--- src/rtl/rgb_bcd_convert.sv ---
// rgb_bcd_convert
//   Samples three 8-bit colour values on a start pulse and converts each one
//   to hundreds/tens/units BCD digits. A single shift-add-3 (double-dabble)
//   engine is shared by the channels in the order R, G, B. All nine output
//   digits change together on one clock edge, so downstream character-ROM
//   addressing never sees a mix of old and new digits.
//
//   Optional feature (compile-time macro LEADING_ZERO_BLANK_EN):
//     when defined, leading-zero hundreds/tens digits are replaced by
//     BLANK_CODE on commit, and the reset value of hundreds/tens is
//     BLANK_CODE. When undefined, raw BCD digits are output and every digit
//     resets to 0.
//
// Ports
//   clk25                    pixel clock, all logic on the rising edge
//   rst_n                    asynchronous active-low reset
//   start                    one-cycle convert request, honoured only when idle
//   R_detect/G_detect/B_detect  8-bit channel values
//   busy                     high while a conversion is in flight
//   done                     one-cycle pulse in the cycle the digits update
//   R_h/R_d/R_u, G_h/G_d/G_u, B_h/B_d/B_u  hundreds/tens/units digits

module rgb_bcd_convert #(
    parameter logic [3:0] BLANK_CODE = 4'hF
) (
    input  logic       clk25,
    input  logic       rst_n,
    input  logic       start,
    input  logic [7:0] R_detect,
    input  logic [7:0] G_detect,
    input  logic [7:0] B_detect,
    output logic       busy,
    output logic       done,
    output logic [3:0] R_h,
    output logic [3:0] R_d,
    output logic [3:0] R_u,
    output logic [3:0] G_h,
    output logic [3:0] G_d,
    output logic [3:0] G_u,
    output logic [3:0] B_h,
    output logic [3:0] B_d,
    output logic [3:0] B_u
);

    typedef enum logic [2:0] {IDLE, LOAD, SHIFT, STORE, COMMIT} state_t;

`ifdef LEADING_ZERO_BLANK_EN
    localparam logic [3:0] HD_RESET = BLANK_CODE;
`else
    localparam logic [3:0] HD_RESET = 4'h0;
`endif

    state_t      state;
    logic [1:0]  ch;
    logic [2:0]  cnt;
    logic [19:0] sr;
    logic [7:0]  val_r, val_g, val_b;
    logic [11:0] shadow_r, shadow_g;
    logic [19:0] adj;

    // Double-dabble correction: a nibble of 5 or more would exceed 9 after
    // the following shift, so 3 is added first to carry into the next digit.
    function automatic logic [3:0] add3(input logic [3:0] n);
        return (n >= 4'd5) ? n + 4'd3 : n;
    endfunction

    // Final digit formatting applied when the digits are committed.
    function automatic logic [11:0] format_digits(input logic [11:0] hdu);
        logic [3:0] h, d, u;
        h = hdu[11:8];
        d = hdu[7:4];
        u = hdu[3:0];
`ifdef LEADING_ZERO_BLANK_EN
        if (h == 4'd0) begin
            h = BLANK_CODE;
            if (d == 4'd0)
                d = BLANK_CODE;
        end
`endif
        return {h, d, u};
    endfunction

    assign adj = {add3(sr[19:16]), add3(sr[15:12]), add3(sr[11:8]), sr[7:0]};

    always_ff @(posedge clk25 or negedge rst_n) begin
        if (!rst_n) begin
            state    <= IDLE;
            busy     <= 1'b0;
            done     <= 1'b0;
            ch       <= 2'd0;
            cnt      <= 3'd0;
            sr       <= 20'd0;
            val_r    <= 8'd0;
            val_g    <= 8'd0;
            val_b    <= 8'd0;
            shadow_r <= 12'd0;
            shadow_g <= 12'd0;
            {R_h, R_d, R_u} <= {HD_RESET, HD_RESET, 4'h0};
            {G_h, G_d, G_u} <= {HD_RESET, HD_RESET, 4'h0};
            {B_h, B_d, B_u} <= {HD_RESET, HD_RESET, 4'h0};
        end else begin
            case (state)
                IDLE: begin
                    done <= 1'b0;
                    if (start) begin
                        val_r <= R_detect;
                        val_g <= G_detect;
                        val_b <= B_detect;
                        ch    <= 2'd0;
                        busy  <= 1'b1;
                        state <= LOAD;
                    end
                end
                LOAD: begin
                    case (ch)
                        2'd0:    sr <= {12'd0, val_r};
                        2'd1:    sr <= {12'd0, val_g};
                        default: sr <= {12'd0, val_b};
                    endcase
                    cnt   <= 3'd0;
                    state <= SHIFT;
                end
                SHIFT: begin
                    sr  <= {adj[18:0], 1'b0};
                    cnt <= cnt + 3'd1;
                    if (cnt == 3'd7)
                        state <= STORE;
                end
                STORE: begin
                    if (ch < 2'd2) begin
                        if (ch == 2'd0)
                            shadow_r <= sr[19:8];
                        else
                            shadow_g <= sr[19:8];
                        ch    <= ch + 2'd1;
                        state <= LOAD;
                    end else begin
                        // The blue result goes straight from the shift
                        // register; the output registers update on this
                        // edge so they are valid alongside the done pulse.
                        {R_h, R_d, R_u} <= format_digits(shadow_r);
                        {G_h, G_d, G_u} <= format_digits(shadow_g);
                        {B_h, B_d, B_u} <= format_digits(sr[19:8]);
                        done  <= 1'b1;
                        busy  <= 1'b0;
                        state <= COMMIT;
                    end
                end
                COMMIT: begin
                    done  <= 1'b0;
                    state <= IDLE;
                end
                default: begin
                    busy  <= 1'b0;
                    done  <= 1'b0;
                    state <= IDLE;
                end
            endcase
        end
    end

endmodule
--- config.mk ---
export PLATFORM = sky130hd
export DESIGN_NAME = rgb_bcd_convert
export DESIGN_NICKNAME = d
export VERILOG_FILES = /design/src/rtl/rgb_bcd_convert.sv
export SDC_FILE = /design/constraint.sdc
export NUM_CORES = 1
export LEC_CHECK = 0
export ABC_AREA = 1
export BUFFER_PORTS_ARGS = -buffer_cell sky130_fd_sc_hd__buf_2
export CAP_MARGIN = 15
export CORE_MARGIN = 2
export CORE_UTILIZATION = 32
export DETAILED_ROUTE_END_ITERATION = 8
export GPL_TIMING_DRIVEN = 0
export SLEW_MARGIN = 20
export SYNTH_ARGS = -nofsm -noshare
export SYNTH_HDL_FRONTEND = slang
export SYNTH_SLANG_ARGS = --single-unit
--- constraint.sdc ---
create_clock -name clk25 -period 4.1 [get_ports clk25]
set_clock_uncertainty 0.15 [all_clocks]
set_input_delay 0.615 -clock clk25 [delete_from_list [all_inputs] [get_ports clk25]]
set_output_delay 0.615 -clock clk25 [all_outputs]
set_load 0.005 [all_outputs]
* Word level (Yosys, flattened, before mapping)
Cells that the tools add are included.
** Word-level totals
- Flip-flop bits (word level) :: 114
- Input bits :: 27
- Output and inout port bits :: 38
** Operators by class
- Add/sub/neg operators :: 5
- Magnitude comparators :: 4
- Equal/unequal tests :: 10
- Muxes and demuxes :: 18
- Bitwise operators :: 4
- Reduce and logical (&&, ||, !) cells :: 14
** Operators with widths (number)
- case mux 20 bit (2 select lines) :: 1
- case mux 8 bit (2 select lines) :: 1
- >= comparator 4 x 3 -> 1 bit (second input constant) :: 3
- 2-to-1 mux 3 bit :: 4
- case mux 3 bit (4 select lines) :: 1
- AND reduction 3 bit :: 4
- adder 4 x 2 -> 4 bit (second input constant) :: 2
- 2-to-1 mux 4 bit :: 2
- inequality test 2 bit (second input constant) :: 4
- AND reduction 2 bit :: 4
- == test 3 x 2 -> 1 bit (second input constant) :: 2
- == test 3 bit (second input constant) :: 2
- case mux 3 bit (2 select lines) :: 1
- 2-to-1 mux 2 bit :: 2
- inverter 1 bit :: 4
- case mux 2 bit (2 select lines) :: 1
- nonzero test 2 bit :: 2
- adder 3 x 1 -> 3 bit (second input constant) :: 1
- adder 3 x 2 -> 3 bit (second input constant) :: 1
- == test 3 x 1 -> 1 bit (second input constant) :: 1
- zero test 3 bit :: 1
- 2-to-1 mux 1 bit :: 3
- case mux 1 bit (3 select lines) :: 1
- OR reduction 3 bit :: 1
- 6 further kinds :: 6

* Longest topological paths before layout
Gate-level depths: netlist of the first run.
- Depth in word-level cells :: 4
- Gate-level depth with buffers :: 9

* Worst setup path before layout of the first run
OpenSTA, ideal clock, no wires.
- Kind :: register to register
- Start point :: register ch[1]
- End point :: register sr[4]
- Setup time :: 0.071 ns
- Data arrival time :: 1.353 ns
- Required time :: 3.879 ns
- Slack :: 2.526 ns
- Stages on the path, launching flop included :: 9
- Clock period less this slack :: 1.574 ns
- Cells stage by stage :: dfrtp_1 -> inv_1 -> ha_1 -> buf_2 -> nor2_1 -> nand2_1 -> nand3_1 -> o21ai_0 -> nor2_1
** On the way
- Cells in the longest elaborated chain, start to end :: 3
- Elaborated cells on any way between the ends :: 4
- Classes of those cells :: 1 x eq/ne; 2 x mux; 1 x reduce/logical
** RTL lines
- start: declaration :: line 54 : logic [1:0] ch;
- start signal: assignment :: line 135 : ch <= ch + 2'd1;
- == test 2 x 1 -> 1 bit / zero test 2 bit (equally long branches) :: line 115 : case (ch)
- case mux 8 bit (2 select lines) (*) :: line 115
- case mux 20 bit (2 select lines) (*) :: line 102 : case (state)
- end signal: assignment :: line 116 : 2'd0: sr <= {12'd0, val_r};
- end signal: assignment :: line 117 : 2'd1: sr <= {12'd0, val_g};
- end signal: assignment :: line 118 : default: sr <= {12'd0, val_b};
- end: declaration :: line 56 : logic [19:0] sr;
Every way passes the cells marked *; elsewhere a longest branch is shown, timed or not.
A chain may end at the register's enable or synchronous reset.

* Worst setup path after layout of the first run
- Start point :: register ch[1]
- End point :: register sr[1]
Same word-level chain as after synthesis.

==> flow_metrics.py, run 1 <==
metrics = {
    "run_status": {
        "status": "complete, no violations",
    },
    "sta": {
        "setup_tns_ns": 0,
        "finalMaxSlewViolations": 0,
        "worst_pin_slew_ns": 0.837,
        "fin_hold_ws_ns": 0.230,
        "final.min_clock_period_ns": 1.94,
        "final_count_of_hold_timing_violations": 0,
        "setup_viol": 0,
        "grt_setup_unrepaired": "no",
        "highest_clock_rate_mhz": 516,
        "min_period_over_period_pct": 47.3,
        "max_slew_margin_pct": 43.8,
    },
    "synth": {
        "syn_avg_cell_area_sq_um": 8.62,
        "synth.yosys.warnings": 0,
        "synth.largest_area_cell": "sky130_fd_sc_hd__dfrtp_1",
        "synth-seq-cells": 114,
        "synth.lib_cells_used.distinct": 21,
        "synth_top_area_share_pct": 60.0,
        "yosysSeqAreaShare_pct": 60.0,
        "syn-instance-count": 552,
        "netlist_top_cells_area": "sky130_fd_sc_hd__dfrtp_1 (60%), sky130_fd_sc_hd__nand2_1 (21%), sky130_fd_sc_hd__o21ai_0 (5.5%)",
        "synth_area_sq_um": 4760,
        "post_synthesis_net_count": 589,
    },
    "clock_tree": {
        "ctsResizeCount": 0,
        "clock_sinks": 114,
        "h-tree-depth": 4,
        "cts.root.buffer_cell": "sky130_fd_sc_hd__clkbuf_16",
        "cts_tree": "built",
        "number_of_buffers_created_by_cts": 17,
        "clk-insertion-delay-late_ns": 0.42,
        "clkSlewWorstSetupHoldPaths_ns": 0.05,
        "cts.path.max_buffers": 2,
    },
    "finish": {
        "num_antenna_cells": 0,
        "postLayoutCoreUtil_pct": 40.8,
        "most_frequent_cells_in_the_layout": "sky130_fd_sc_hd__nand2_1 (269), sky130_fd_sc_hd__dfrtp_1 (114), sky130_fd_sc_hd__buf_2 (74)",
        "proportion_of_layout_cells_with_a_drive_suffix_above_1_pct": 18.2,
        "synthToLayoutAreaGrowth_pct": 24.7,
        "finish.net_count": 674,
        "layoutNonFillerInstCount": 833,
        "finish.instance_area_sq_um": 5930,
        "mostFrequentLayoutCell": "sky130_fd_sc_hd__nand2_1",
    },
    "place": {
        "post-dp-hpwl_mm": 7.60,
        "placed_area_sq_um": 5340,
        "buffer_ports.inserted": 64,
        "post-place-cells": 801,
        "gp_congestion": 0.778,
    },
    "worst_setup_path": {
        "worstPathCellList": "inv_1 -> ha_1 -> buf_2 -> nor2_1 -> nand2_1 -> nand3_1 -> o21ai_0 -> nor2_1",
        "cp.arrival_ns": 2.14,
        "crit_required_ns": 4.30,
        "timing.setup.critical_path_class": "reg -> reg",
        "setup.worst_path.end_class": "flop",
        "critical_path.max_fanout": 10,
        "timing.critical_path.slowest_cell_delay_ns": 0.46,
        "timing.critical_path.slowest_stage_cell": "sky130_fd_sc_hd__nor2_1",
        "worst_setup_path_start_kind": "flop",
        "cpLargestDelayFamily": "simple AND/OR/NAND/NOR gates",
        "critical_path.n_buffers_inverters": 2,
        "worst_path_most_repeated_cell": "sky130_fd_sc_hd__nor2_1",
    },
    "grt": {
        "global_route.overflow_total": 0,
        "grt_pass1_vias": 3805,
        "grt_antenna_before_repair": 0,
        "wire_length_of_the_first_global_routing_pass_mm": 18.5,
        "global_route_total_usage_across_every_layer_pct": 14.8,
        "pin_count_of_the_biggest_net_entering_global_routing": 80,
    },
    "die": {
        "start_util_pct": 32.7,
        "die_area_sq_um": 15900,
        "die_x_microns": 126,
        "die_height_microns": 126,
        "std_cell_rows": 44,
        "ios": 65,
        "coreArea_sq_um": 14500,
    },
    "min_path": {
        "hold_path_class": "in -> reg",
    },
    "detailed_routing": {
        "postRouteAntennaNets": 0,
        "route.detailed.vias_per_inst": 4.60,
        "route.vias.total": 3831,
        "drt_drc_violations_left": 0,
        "detail_route.wirelength_mm": 10.9,
        "mean_routed_wirelength_per_cell_microns": 13.1,
        "drt_pass1_iterations": 4,
        "dr.first_iter.drc_count": 184,
    },
    "power_and_ir_drop": {
        "vdd_ir_drop_max_uv": 332,
        "p_leak_nw": 3.18,
        "power_density_nw_per_um2": 738,
    },
    "flow_run": {
        "timing.max_cap.violations": 0,
    },
}
==> metrics by stage <==
step	power [mW]	setup WS, ns
3_5_place_dp	2.96	2.15
6_report	4.37	2.16
5_1_grt	4.70	1.95
2_1_floorplan	2.51	2.53
3_3_place_gp	2.90	0.939
4_1_cts	4.43	2.14
==> cell families after synthesis <==
group                      after synthesis  synth area share (%)
adders and majority gates               10                  2.63
AOI/OAI and AO/OA                       62                  6.58
and+or+nand+nor                        317                  26.3
DFF                                    114                  60.0
buffers and inverters                   49                  4.55
==> cell usage after synthesis <==
cell and count:
sky130_fd_sc_hd__nand2_1 269, sky130_fd_sc_hd__dfrtp_1 114, sky130_fd_sc_hd__o21ai_0 52, sky130_fd_sc_hd__inv_1 26, sky130_fd_sc_hd__nand3_1 20, sky130_fd_sc_hd__nor2_1 17, sky130_fd_sc_hd__buf_2 11, sky130_fd_sc_hd__ha_1 10
sky130_fd_sc_hd__clkbuf_1 5, sky130_fd_sc_hd__o21ai_1 5, sky130_fd_sc_hd__nand2_2 4, sky130_fd_sc_hd__a21oi_1 3, sky130_fd_sc_hd__buf_4 3, sky130_fd_sc_hd__inv_2 3, sky130_fd_sc_hd__nand4_1 2, sky130_fd_sc_hd__nor3_1 2
sky130_fd_sc_hd__o22ai_1 2, sky130_fd_sc_hd__buf_6 1, sky130_fd_sc_hd__nand3_2 1, sky130_fd_sc_hd__nand3b_1 1, sky130_fd_sc_hd__nor2_4 1
==> worst min-delay path, stage by stage <==
cell                      delay, ns
sky130_fd_sc_hd__buf_2         0.07
sky130_fd_sc_hd__nand2_1       0.04
sky130_fd_sc_hd__nand2_1       0.04
==> final timing paths <==
kind                       cells past startpoint  slack, ns       end        start
setup / recovery                               8       2.16     sr[1]        ch[1]
hold / removal                                 3       0.23  val_r[2]  R_detect[2]
setup reg to reg                               8       2.16     sr[1]        ch[1]
hold reg to reg                                2       0.31      busy         busy
max in group asynchronous                      3       2.62  val_b[2]        rst_n
min in group asynchronous                      2       0.50    G_h[3]        rst_n
==> cell type report <==
cell class,instances,area (sq um)
clock buffer,22,474
inverter,29,109
fill,1480,8600
tap,184,230
clock inverter,9,106
timing repair buffer,66,364
buffer,20,108
multi-input combinational,389,1690
sequential,114,2850
==> what timing repair did <==
action,CTS,global route
setup buffers,0,0
hold buffers,1,0
endpoints found under the hold margin,35,0
==> routing by layer <==
layer  vias up  global-route usage [%]  routed length (microns)
met5         -                       0                        0
met4         0                    6.27                      174
met3        14                    4.04                      563
met2        84                    24.3                     5270
met1      1825                    18.4                     4920
li1       1908                       -                        -
==> sequential cells by signal, indices dropped and copies added (netlist names), 2 cells and up <==
register  cells
shadow_r     12
cnt           3
R_h           4
sr           20
state         3
ch            2
B_h           4
val_r         8
G_h           4
G_d           4
shadow_g     12
R_d           4
G_u           4
B_d           4
val_g         8
val_b         8
R_u           4
B_u           4
==> power by group <==
group | internal, mW | leakage (nW) | switching (mW)
sequential | 1.49 | 1.52 | 0.215
clock | 0.934 | 0.278 | 0.507
combinational | 0.438 | 1.38 | 0.793
total | 2.86 | 3.18 | 1.52
Note: power is estimated with default switching activity, not from simulation.
==> inputs of run 2 (changes only) <==
- clock period: 4.1 -> 1.7 ns (I/O delays scaled with it)
==> flow_metrics.py, run 2 (synthesis gave the netlist of run 1 again) <==
metrics = {
    "flow_run": {
        "timing.max_cap.violations": 0,
    },
    "clock_tree": {
        "h-tree-depth": 4,
        "number_of_buffers_created_by_cts": 17,
        "cts.root.buffer_cell": "sky130_fd_sc_hd__clkbuf_16",
        "cts_tree": "built",
        "clkSlewWorstSetupHoldPaths_ns": 0.05,
        "clk-insertion-delay-late_ns": 0.41,
        "clock_sinks": 114,
        "cts.path.max_buffers": 2,
    },
    "sta": {
        "fin_hold_ws_ns": 0.101,
        "finalMaxSlewViolations": 0,
        "final_count_of_hold_timing_violations": 0,
        "worst_pin_slew_ns": 0.502,
        "final.min_clock_period_ns": 1.58,
        "setup_viol": 0,
        "setup_slack_ns": 0.123,
        "setup_tns_ns": 0,
        "highest_clock_rate_mhz": 634,
        "min_period_over_period_pct": 92.8,
        "grt_setup_unrepaired": "no",
        "max_slew_margin_pct": 66.4,
    },
    "worst_setup_path": {
        "timing.critical_path.slowest_cell_delay_ns": 0.45,
        "timing.critical_path.slowest_stage_cell": "sky130_fd_sc_hd__dfrtp_2",
        "worst_setup_path_start_kind": "flop",
        "critical_path.n_buffers_inverters": 1,
        "worst_path_most_repeated_cell": "sky130_fd_sc_hd__nand2_1",
        "crit_required_ns": 1.87,
        "critical_path.max_fanout": 10,
        "worstPathCellList": "nand2_1 -> nor2_4 -> nand2_2 -> clkbuf_1 -> nand2_1 -> o21ai_0",
        "cpLargestDelayFamily": "flip-flops",
        "timing.setup.critical_path_class": "reg -> reg",
        "setup.worst_path.end_class": "flop",
        "cp.arrival_ns": 1.75,
    },
    "grt": {
        "global_route.overflow_total": 0,
        "wire_length_of_the_first_global_routing_pass_mm": 18.8,
        "pin_count_of_the_biggest_net_entering_global_routing": 80,
        "grt_antenna_before_repair": 0,
        "global_route_total_usage_across_every_layer_pct": 15.0,
        "grt_pass1_vias": 3946,
    },
    "die": {
        "die_x_microns": 126,
        "std_cell_rows": 44,
        "ios": 65,
        "coreArea_sq_um": 14500,
        "die_area_sq_um": 15900,
        "start_util_pct": 32.7,
        "die_height_microns": 126,
    },
    "min_path": {
        "hold_path_class": "in -> reg",
    },
    "finish": {
        "proportion_of_layout_cells_with_a_drive_suffix_above_1_pct": 20.0,
        "registers_with_the_most_flip_flops": "sr x20, shadow_g x12, shadow_r x12",
        "largest_register_ffs": 20,
        "num_antenna_cells": 0,
        "postLayoutCoreUtil_pct": 43.0,
        "synthToLayoutAreaGrowth_pct": 31.3,
        "most_frequent_cells_in_the_layout": "sky130_fd_sc_hd__nand2_1 (268), sky130_fd_sc_hd__dfrtp_1 (113), sky130_fd_sc_hd__buf_2 (72)",
        "finish.instance_area_sq_um": 6250,
        "layoutNonFillerInstCount": 858,
        "number_of_fillers_in_the_final_layout": 1443,
        "top_register": "sr",
        "mostFrequentLayoutCell": "sky130_fd_sc_hd__nand2_1",
        "finish.net_count": 699,
    },
    "power_and_ir_drop": {
        "power_density_nw_per_um2": 1730,
        "totalPowerFinal_mw": 10.8,
        "p_leak_nw": 3.31,
        "vdd_ir_drop_max_uv": 824,
    },
    "detailed_routing": {
        "dr.first_iter.drc_count": 191,
        "drt_drc_violations_left": 0,
        "postRouteAntennaNets": 0,
        "drt_pass1_iterations": 4,
        "route.detailed.vias_per_inst": 4.60,
        "mean_routed_wirelength_per_cell_microns": 13.1,
        "route.vias.total": 3946,
        "detail_route.wirelength_mm": 11.2,
    },
    "place": {
        "post-place-ws_ns": -0.246,
        "post-dp-hpwl_mm": 7.60,
        "buffer_ports.inserted": 64,
        "placed_area_sq_um": 5340,
        "gp_congestion": 0.778,
        "post-place-cells": 801,
    },
    "run_status": {
        "status": "complete, no violations",
    },
}
run 2: cell count changes in the layout (fill, tap and decap cells not counted), moves of 3 or more:
cell / before / now
sky130_fd_sc_hd__o21ai_1: 5 / 8
sky130_fd_sc_hd__inv_2: 3 / 6
sky130_fd_sc_hd__o21ai_0: 52 / 49
sky130_fd_sc_hd__clkbuf_2: 0 / 3
sky130_fd_sc_hd__clkbuf_1: 7 / 4
sky130_fd_sc_hd__dlygate4sd3_1: 1 / 25
sky130_fd_sc_hd__nand3_1: 20 / 17
sky130_fd_sc_hd__inv_1: 26 / 21
run 2: worst register-to-register path, delay by kind of cell (launching register included):
family	cells	cell delay, ns
flops	1	0.45
buf+inv	1	0.38
compound gates	1	0.10
simple gates	4	0.41
run 2: area by class of cell:
cell class              instances  area [sq um]  area share, %
plain buffers                  20           124           1.98
clock buffers                  22           474           7.59
clock inverters                 9           106           1.70
well taps                     184           230           3.69
inverters                      29           114           1.82
multi-input cells             389          1730           27.7
flip-flops and latches        114          2850           45.7
repair buffers                 91           612           9.79
run 2: worst paths after layout:
path | start | to | slack (ns) | depth (start not counted)
worst max-delay path | state[1] | B_u[3] | 0.12 | 6
worst min-delay path | start | val_b[0] | 0.10 | 4
worst max register to register | state[1] | B_u[3] | 0.12 | 6
worst min register to register | busy | busy | 0.31 | 2
max in group asynchronous | rst_n | state[1] | 0.54 | 3
min in group asynchronous | rst_n | R_d[1] | 0.15 | 2
run 2: power breakdown:
group          switching [mW]  total [mW]  internal [mW]
registers               0.538        4.13           3.59
logic                    1.99        3.18           1.19
clock network            1.22        3.47           2.25
total                    3.75        10.8           7.03
run 2: timing repair:
item | 4_1_cts | 5_1_grt
setup endpoints to repair | 48 | 59
hold buffers | 25 | 0
pin swaps | 0 | 4
gates resized for setup | 8 | 21
hold endpoints to repair | 104 | 0
buffers inserted | 0 | 1
run 2: routing by layer:
metal	part of all wire [%]	up-vias	global-route usage [%]
met1	44	1879	17.9
li1	-	1960	-
met2	50	89	25.6
met5	0	-	0
met4	1.7	0	6.27
met3	4.2	18	4.04
==> inputs of run 3 (changes only) <==
- CORE_MARGIN: 2 -> not set
- REMOVE_ABC_BUFFERS: not set -> 1
- TNS_END_PERCENT: not set -> 20
==> flow_metrics.py, run 3 (synthesis gave the netlist of run 1 again) <==
metrics = {
    "grt": {
        "global_route.overflow_total": 0,
        "grt_pass1_vias": 3801,
        "pin_count_of_the_biggest_net_entering_global_routing": 76,
        "grt_antenna_before_repair": 0,
        "global_route_total_usage_across_every_layer_pct": 15.3,
        "wire_length_of_the_first_global_routing_pass_mm": 17.7,
    },
    "die": {
        "die_x_microns": 124,
        "start_util_pct": 32.7,
        "std_cell_rows": 44,
        "coreArea_sq_um": 14500,
        "die_area_sq_um": 15400,
        "die_height_microns": 124,
        "ios": 65,
    },
    "detailed_routing": {
        "mean_routed_wirelength_per_cell_microns": 12.6,
        "routed.top_layer": "met4",
        "detail_route.wirelength_mm": 10.7,
        "routedLengthMet1_mm": 5.01,
        "routed_wl_met2_mm": 5.07,
        "drt_drc_violations_left": 0,
        "met3WireLength_microns": 446,
        "route.detailed.vias_per_inst": 4.55,
        "route.vias.total": 3841,
        "postRouteAntennaNets": 0,
        "dr.first_iter.drc_count": 171,
        "drt_pass1_iterations": 4,
    },
    "finish": {
        "number_of_fillers_in_the_final_layout": 1437,
        "proportion_of_layout_cells_with_a_drive_suffix_above_1_pct": 18.8,
        "registers_with_the_most_flip_flops": "sr x20, shadow_g x12, shadow_r x12",
        "most_frequent_cells_in_the_layout": "sky130_fd_sc_hd__nand2_1 (268), sky130_fd_sc_hd__dfrtp_1 (112), sky130_fd_sc_hd__buf_2 (63)",
        "ff_latch_area_sq_um": 2860,
        "finish.net_count": 686,
        "num_antenna_cells": 0,
        "layoutNonFillerInstCount": 845,
        "multi_input_comb_area_sq_um": 1790,
        "synthToLayoutAreaGrowth_pct": 32.3,
        "postLayoutCoreUtil_pct": 43.3,
        "finish.instance_area_sq_um": 6290,
        "mostFrequentLayoutCell": "sky130_fd_sc_hd__nand2_1",
        "top_register": "sr",
        "largest_register_ffs": 20,
    },
    "worst_setup_path": {
        "setup.worst_path.end_class": "flop",
        "timing.setup.critical_path_class": "reg -> reg",
        "critical_path.max_fanout": 15,
        "cp.arrival_ns": 1.81,
        "worst_setup_path_start_kind": "flop",
        "worst_path_most_repeated_cell": "sky130_fd_sc_hd__nand2_1",
        "crit_required_ns": 1.90,
        "reg2regPathDepth": 8,
        "timing.critical_path.slowest_stage_cell": "sky130_fd_sc_hd__dfrtp_1",
        "worstPathCellList": "nor2_1 -> nand2_1 -> inv_4 -> nand2_8 -> clkinvlp_4 -> buf_4 -> nand2_1 -> nand2_1",
        "timing.critical_path.slowest_cell_delay_ns": 0.43,
    },
    "clock_tree": {
        "number_of_buffers_created_by_cts": 17,
        "cts.path.max_buffers": 2,
        "clkSlewWorstSetupHoldPaths_ns": 0.05,
        "cts.root.buffer_cell": "sky130_fd_sc_hd__clkbuf_16",
        "h-tree-depth": 4,
        "clk-insertion-delay-late_ns": 0.41,
        "cts_tree": "built",
        "clock_sinks": 114,
    },
    "min_path": {
        "hold_path_class": "in -> reg",
        "timing.hold.worst_path_depth": 3,
    },
    "sta": {
        "setup_tns_ns": 0,
        "final.min_clock_period_ns": 1.60,
        "setup_slack_ns": 0.0973,
        "finalMaxSlewViolations": 0,
        "grt_setup_unrepaired": "yes",
        "worst_pin_slew_ns": 0.537,
        "min_period_over_period_pct": 94.3,
        "setup_viol": 0,
        "max_slew_margin_pct": 64.0,
        "fin_hold_ws_ns": 0.149,
        "final_count_of_hold_timing_violations": 0,
        "highest_clock_rate_mhz": 624,
    },
    "run_status": {
        "status": "complete, no violations",
    },
    "power_and_ir_drop": {
        "power_density_nw_per_um2": 1780,
        "totalPowerFinal_mw": 11.2,
        "p_leak_nw": 3.29,
        "vdd_ir_drop_max_uv": 915,
    },
    "place": {
        "post-dp-hpwl_mm": 6.33,
        "buffer_ports.inserted": 64,
        "post-place-cells": 781,
        "gp_congestion": 0.754,
        "post-place-ws_ns": -0.555,
        "placed_area_sq_um": 5230,
    },
    "flow_run": {
        "timing.max_cap.violations": 0,
    },
}
==> run 3: cell count changes in the layout (fill, tap and decap cells not counted), sizes merged <==
cell / previous run / this run
buf: 81 / 70
bufinv: 2 / 5
clkbuf: 27 / 20
clkinv: 4 / 5
clkinvlp: 3 / 5
inv: 29 / 27
nand2: 273 / 274
==> run 3: final timing paths <==
check / startpoint / endpoint / slack (ns)
min in group asynchronous: rst_n / G_u[0] / 0.16
worst min register to register: shadow_g[7] / G_d[3] / 0.32
max in group asynchronous: rst_n / state[2] / 0.54
worst max register to register: state[1] / val_b[6] / 0.1
worst min-delay path: start / state[0] / 0.15
worst max-delay path: state[1] / val_b[6] / 0.1
==> run 3: critical path: cells and delay by family (launching register included) <==
kind	cells	cell delay, ns
DFF	1	0.43
buffers and inverters	3	0.41
and+or+nand+nor	5	0.54
==> run 3: layout make-up <==
type | instances | area share (%)
multi-input combinational | 390 | 28.4
sequential | 114 | 45.4
clock buffer | 20 | 7.10
timing repair inverter | 2 | 0.239
inverter | 29 | 2.07
clock inverter | 11 | 2.94
tap | 184 | 3.66
timing repair buffer | 95 | 10.2
==> run 3: metal layers <==
layer	track usage (%)	vias to the layer above
li1	-	1938
met5	0	-
met2	26.0	76
met3	4.40	16
met4	6.47	0
met1	18.0	1811
==> run 3: what timing repair did <==
item                                    CTS  global route
pin swaps                                 0             4
hold endpoints to repair                 63             0
endpoints found under the setup margin  105            96
gates resized for setup                  17            17
hold buffers                             25             0
buffers inserted                          2             3
gates cloned                              1             2
==> run 3: where the power goes <==
| part | internal (mW) | switching, mW |
|---|---|---|
| logic | 1.21 | 2.05 |
| registers | 3.59 | 0.525 |
| clock network | 2.61 | 1.21 |
| total | 7.41 | 3.79 |
